--- src/rtl/led_sched_pkg.sv ---
// led_sched_pkg: shared state encoding, default timing and priority pick for the LED scheduler.
// Revision 1.0
`default_nettype none

package led_sched_pkg;

  typedef enum logic [1:0] {
    ST_IDLE = 2'd0,
    ST_ON   = 2'd1,
    ST_OFF  = 2'd2,
    ST_GAP  = 2'd3
  } state_e;

  localparam int TICK_DIV_DEF = 16000;
  localparam int ON_MS_DEF    = 200;
  localparam int OFF_MS_DEF   = 200;
  localparam int GAP_MS_DEF   = 1000;

  localparam int MAX_REQ = 32;

  // Isolates the lowest set bit; callers narrow the result to their requester count.
  function automatic logic [MAX_REQ-1:0] pick_lowest(input logic [MAX_REQ-1:0] req);
    return req & (~req + MAX_REQ'(1));
  endfunction

endpackage

`default_nettype wire

--- src/rtl/tick_gen.sv ---
// tick_gen: prescaler emitting a one-cycle tick every TICK_DIV cycles, restartable by clr_i.
// Revision 1.0
`default_nettype none

module tick_gen
  import led_sched_pkg::*;
#(
  parameter int TICK_DIV = TICK_DIV_DEF
) (
  input  logic clk_i,
  input  logic rst_ni,
  input  logic clr_i,
  output logic tick_o
);

  localparam int CNT_W = (TICK_DIV > 1) ? $clog2(TICK_DIV) : 1;
  localparam logic [CNT_W-1:0] LAST = CNT_W'(TICK_DIV - 1);

  logic [CNT_W-1:0] cnt_q, cnt_d;

  assign tick_o = (cnt_q == LAST);

  always_comb begin
    cnt_d = cnt_q + CNT_W'(1);
    if (clr_i || tick_o) begin
      cnt_d = '0;
    end
  end

  always_ff @(posedge clk_i) begin
    if (!rst_ni) begin
      cnt_q <= '0;
    end else begin
      cnt_q <= cnt_d;
    end
  end

endmodule

`default_nettype wire

--- src/rtl/led_blink_scheduler.sv ---
// led_blink_scheduler: fixed-priority arbiter playing per-client blink codes on one LED, heartbeat when idle.
// Revision 1.0
`default_nettype none

module led_blink_scheduler
  import led_sched_pkg::*;
#(
  parameter int TICK_DIV = TICK_DIV_DEF,
  parameter int N_REQ    = 4,
  parameter int CODE_W   = 4,
  parameter int ON_MS    = ON_MS_DEF,
  parameter int OFF_MS   = OFF_MS_DEF,
  parameter int GAP_MS   = GAP_MS_DEF,
  parameter int HB_BIT   = 23
) (
  input  logic                      CLK,
  input  logic                      RST_N,
  input  logic [N_REQ-1:0]          REQ,
  input  logic [N_REQ*CODE_W-1:0]   CODE,
  output logic [N_REQ-1:0]          GRANT,
  output logic [N_REQ-1:0]          DONE,
  output logic                      BUSY,
  output logic                      LED
);

  localparam int MAX_OO = (ON_MS > OFF_MS) ? ON_MS : OFF_MS;
  localparam int MAX_MS = (MAX_OO > GAP_MS) ? MAX_OO : GAP_MS;
  localparam int MS_W   = (MAX_MS > 1) ? $clog2(MAX_MS) : 1;

  state_e            state_q, state_d;
  logic [31:0]       hb_q, hb_d;
  logic [MS_W-1:0]   ms_q, ms_d, w_last;
  logic [CODE_W-1:0] blink_q, blink_d, w_code;
  logic [N_REQ-1:0]  grant_q, grant_d, done_q, done_d, w_pick;
  logic              led_q, led_d;
  logic              w_tick, w_clr, w_expire, w_req_any;

  tick_gen #(
    .TICK_DIV (TICK_DIV)
  ) u_tick_gen (
    .clk_i  (CLK),
    .rst_ni (RST_N),
    .clr_i  (w_clr),
    .tick_o (w_tick)
  );

  assign w_req_any = |REQ;
  assign w_pick    = N_REQ'(pick_lowest(MAX_REQ'(REQ)));

  always_comb begin
    w_code = '0;
    for (int i = 0; i < N_REQ; i++) begin
      if (w_pick[i]) begin
        w_code = CODE[i*CODE_W +: CODE_W];
      end
    end
  end

  always_comb begin
    case (state_q)
      ST_ON:   w_last = MS_W'(ON_MS - 1);
      ST_OFF:  w_last = MS_W'(OFF_MS - 1);
      ST_GAP:  w_last = MS_W'(GAP_MS - 1);
      default: w_last = '0;
    endcase
  end

  assign w_expire = w_tick && (ms_q == w_last);
  // Every state change restarts both the prescaler and the ms timer.
  assign w_clr    = (state_d != state_q);

  always_ff @(posedge CLK) begin
    if (!RST_N) begin
      state_q <= ST_IDLE;
    end else begin
      state_q <= state_d;
    end
  end

  always_comb begin
    state_d = state_q;
    case (state_q)
      ST_IDLE: if (w_req_any) state_d = (w_code != '0) ? ST_ON : ST_GAP;
      ST_ON:   if (w_expire) state_d = ST_OFF;
      ST_OFF:  if (w_expire) state_d = (blink_q == CODE_W'(1)) ? ST_GAP : ST_ON;
      ST_GAP:  if (w_expire) state_d = ST_IDLE;
      default: state_d = ST_IDLE;
    endcase
  end

  always_comb begin
    grant_d = grant_q;
    done_d  = '0;
    blink_d = blink_q;
    hb_d    = hb_q + 32'd1;
    ms_d    = w_tick ? (ms_q + MS_W'(1)) : ms_q;
    if (w_clr) begin
      ms_d = '0;
    end
    case (state_q)
      ST_IDLE: begin
        if (w_req_any) begin
          grant_d = w_pick;
          blink_d = w_code;
        end
      end
      ST_OFF: if (w_expire) blink_d = blink_q - CODE_W'(1);
      ST_GAP: begin
        if (w_expire) begin
          grant_d = '0;
          done_d  = grant_q;
        end
      end
      default: ;
    endcase
    // LED is registered from next-state so it tracks the state it is shown in.
    led_d = (state_d == ST_IDLE) ? hb_d[HB_BIT] : (state_d == ST_ON);
  end

  always_ff @(posedge CLK) begin
    if (!RST_N) begin
      hb_q    <= '0;
      ms_q    <= '0;
      blink_q <= '0;
      grant_q <= '0;
      done_q  <= '0;
      led_q   <= 1'b0;
    end else begin
      hb_q    <= hb_d;
      ms_q    <= ms_d;
      blink_q <= blink_d;
      grant_q <= grant_d;
      done_q  <= done_d;
      led_q   <= led_d;
    end
  end

  assign GRANT = grant_q;
  assign DONE  = done_q;
  assign BUSY  = (state_q != ST_IDLE);
  assign LED   = led_q;

endmodule

`default_nettype wire

--- config.mk ---
export PLATFORM = sky130hd
export DESIGN_NAME = led_blink_scheduler
export DESIGN_NICKNAME = d
export VERILOG_FILES = /design/src/rtl/led_sched_pkg.sv /design/src/rtl/tick_gen.sv /design/src/rtl/led_blink_scheduler.sv
export SDC_FILE = /design/constraint.sdc
export NUM_CORES = 1
export LEC_CHECK = 0
export CORE_MARGIN = 1
export CORE_UTILIZATION = 40
export CTS_CLUSTER_DIAMETER = 100
export DETAILED_ROUTE_END_ITERATION = 6
export GPL_ROUTABILITY_DRIVEN = 0
export PLACE_DENSITY = 0.71
export SLEW_MARGIN = 30
export SYNTH_ARGS = -nofsm -noshare
export SYNTH_HDL_FRONTEND = slang
export SYNTH_SLANG_ARGS = --single-unit
--- constraint.sdc ---
create_clock -name CLK -period 1.7 [get_ports CLK]
set_input_delay 0.34 -clock CLK [delete_from_list [all_inputs] [get_ports CLK]]
set_output_delay 0.34 -clock CLK [all_outputs]
set_load 0.01 [all_outputs]
==> results.yml, run 1 <==
global_routing:
  gr-total-overflow: 0
  grt.total_usage_pct: 19.89
  grt_pass1_vias: 2787
  grt_first_pass_wirelength_um: 12140
  antenna_found_initial: 0
  grt_max_degree: 26
die:
  rows: 31
  start_util_pct: 41.71
  die_w_um: 89.44
  dieArea_um2: 7999
  core_um2: 7331
  dieHeight_um: 89.44
  io_pins: 32
synth:
  syn-cell-area_um2: 3058
  synth_warnings: 0
  async_flop_share_pct: 0
  synth.ff_latch_count: 63
  synth_edf_count: 0
  synth-seq-area-share_pct: 41.24
  yosysTopAreaCell: "dfxtp_1"
  synth_common_cells: "dfxtp_1, nor2_1, nand2_1"
  synth_cell_type_count: 54
  netlist_instances: 352
  synth_nets: 379
  synth_top_area_share_pct: 41.24
  yosysMostFrequentCell: "dfxtp_1"
  avgSynthCellArea_um2: 8.687
  synth.area.top_cells: "dfxtp_1, nor2_1, xor2_1"
  synthFlopType: "dfxtp_1"
timing:
  worst_slack_ns: -0.2275
  fmax_mhz: 518.8
  period_share_pct: 113.4
  rsz0062_at_grt: "yes"
  worst_pin_slew_ns: 0.4196
  max-slew-margin-rel_pct: 71.63
  period_minus_slack_ns: 1.928
  finalSetupViolations: 25
  slew_violations: 0
  fin_skew_ns: 0.01153
  hold_viol_final: 0
power_and_ir_drop:
  p_leak_nw: 1.715
  vdd_drop_max_v: 0.0005030
  swShare_pct: 26.67
  pwr-share-comb_pct: 11.3
  sequentialPowerShare_pct: 50.6
  switchingPower_mw: 0.8069
  p_clk_share_pct: 38.1
  power_density_nw_per_um2: 680.2
  cell_internal_pwr_mw: 2.219
worst_setup_path:
  cp_cell_sequence: "or3b_4 > nor4_4 > or4b_4 > a22oi_2 > o2111a_1"
  worstSetupStartpointType: "flop"
  max_stage_delay_ns: 0.51
  crit_family: "simple AND/OR/NAND/NOR gates"
  worstSetupPathType: "reg -> reg"
  r2r_setup_slack_ns: -0.23
  crit_path_end_kind: "flop"
  path_max_fanout: 4
  crit_path_top_delay_cell: "or4b_4"
  cp.arrival_ns: 2.21
  crit_required_ns: 1.99
  crit_buf_inv: 0
cts:
  cts_made_buffers: 9
  cts_root_buf: "clkbuf_8"
  htreeDepth: 3
  tritoncts: "built"
  ctsLongestPathBuffers: 2
  clk_latency_ns: 0.35
  cts.clk_slew.worst_paths_ns: 0.07
  cts_hold_buf: 0
  clock-sinks: 63
drt:
  drt_iter0_drc: 105
  drc: 0
  viasPerCell: 5.094
  drt_pass1_iterations: 4
  drt_wl_total_um: 7446
  ant_nets: 0
  wire_per_inst_um: 13.27
  dr_total_vias: 2858
run:
  cap_violations: 0
finish:
  area_delta_synth_final_pct: 45.46
  post_route_cells_drive_above_1_share_pct: 31.60
  seqCellArea_um2: 1276
  fin_util_pct: 60.68
  multi_input_area_um2: 1927
  n_antenna_cell: 0
  fill_cells: 600
  fin_nets: 484
run_status:
  violations: "setup timing"
  outcome: "finished, violations left"
placement:
  io_buffers: 31
  place_ws_ns: -0.5072
  dp_hpwl_um: 5015
worst_hold_path:
  min_path_type: "reg -> reg"
==> cells by family (layout without fill, tap and decap cells) <==
family | Yosys count | count (layout) | share of synthesized area (%)
buffers and inverters | 24 | 134 | 3.355
adders and majority gates | 5 | 5 | 2.046
and+or+nand+nor | 167 | 167 | 29.79
muxes | 1 | 1 | 0.3273
AOI/OAI and AO/OA | 53 | 53 | 12.07
DFF | 63 | 63 | 41.24
xor gates and xnor gates | 39 | 39 | 11.17
==> final timing paths <==
path	start	to	cells past startpoint
worst max-delay path	u_tick_gen.cnt_q[13]	LED	5
worst min-delay path	GRANT[2]	DONE[2]	1
worst max register to register	u_tick_gen.cnt_q[13]	LED	5
worst min register to register	GRANT[2]	DONE[2]	1
==> metrics by stage <==
stage	instance area [um2]	std cells	hold slack (ns)	power, mW	setup TNS [ns]
2_1_floorplan	3122	352	0.4434	1.707	-0.8500
3_3_place_gp	3985	535	0.4737	1.856	-15.01
3_5_place_dp	3985	535	0.4719	1.867	-16.00
4_1_cts	4343	559	0.4931	3.038	-2.139
5_1_grt	4448	561	0.5187	3.175	-4.475
6_report	4448	561	0.4890	3.026	-2.893
==> cell usage in the layout, fill, tap and decap left out, types with 3 or more instances in the layout <==
cell type,Yosys,final
nor4b_1,3,3
or3_1,6,3
and3_1,6,5
nor2_1,54,51
a21oi_1,22,14
nor3_2,0,3
a21oi_2,0,8
dlygate4sd2_1,0,3
nand4_1,12,12
clkinv_2,0,3
nand2_1,24,23
nand3_1,17,17
and2_1,10,11
dfxtp_2,0,9
dfxtp_1,63,53
a211o_1,3,3
buf_4,0,71
nor2b_1,5,5
and4_1,5,5
nand3b_1,4,4
ha_1,5,3
xnor2_1,16,16
or3_4,0,3
xor2_1,23,23
inv_1,9,9
o21ai_0,7,5
buf_6,1,5
clkbuf_8,0,9
clkdlybuf4s50_1,0,27
o21a_1,5,5
==> repair_timing <==
action	4_1_cts	5_1_grt
pin swaps	19	12
cloned	1	0
resized for setup	31	25
endpoints found under the setup margin	41	46
buffers inserted	7	4
==> state kept, by name, indices dropped and copies added (netlist names) <==
name / flops
ms_q: 10
state_q: 2
DONE: 4
LED: 1
hb_q: 24
GRANT: 4
blink_q: 4
u_tick_gen.cnt_q: 14
==> power by group through the flow <==
stage          sequential [mW]  combinational, mW  clock (mW)
6_report                  1.53              0.342        1.15
5_1_grt                   1.53              0.372        1.27
4_1_cts                   1.53              0.334        1.17
3_5_place_dp              1.56              0.302           0
3_3_place_gp              1.56              0.293           0
2_1_floorplan             1.56              0.146           0
==> cell type report <==
type | instances | share of cell area [%]
clock buffers | 9 | 2.785
well taps | 99 | 2.785
repair buffers | 108 | 20.48
clock inverters | 7 | 1.097
multi-input cells | 265 | 43.32
flip-flops and latches | 63 | 28.69
inverters | 10 | 0.8439
==> per-layer routing <==
layer	GRT usage, %	up-vias	part of all wire, %
met3	5.725	12	2.9
met5	0	-	0
met4	7.792	0	1.7
met1	22.63	1352	43
li1	-	1446	-
met2	35.11	48	52
Power figures use the tool's default switching activity.
==> run 2, diff against run 1 <==
--- a/config.mk
+++ b/config.mk
@@ -7,7 +7,7 @@
 export LEC_CHECK = 0
 export CORE_MARGIN = 1
 export CORE_UTILIZATION = 40
-export CTS_CLUSTER_DIAMETER = 100
+export CTS_CLUSTER_DIAMETER = 200
 export DETAILED_ROUTE_END_ITERATION = 6
 export GPL_ROUTABILITY_DRIVEN = 0
 export PLACE_DENSITY = 0.71
==> results of run 2 <==
Final layout, timing and power as in run 1 (identical DEF).
==> run 3, diff against run 2 <==
--- a/config.mk
+++ b/config.mk
@@ -5,6 +5,7 @@
 export SDC_FILE = /design/constraint.sdc
 export NUM_CORES = 1
 export LEC_CHECK = 0
+export ABC_CLOCK_PERIOD_IN_PS = 1700
 export CORE_MARGIN = 1
 export CORE_UTILIZATION = 40
 export CTS_CLUSTER_DIAMETER = 200
==> results of run 3 <==
Final layout, timing and power as in run 1 (identical DEF).
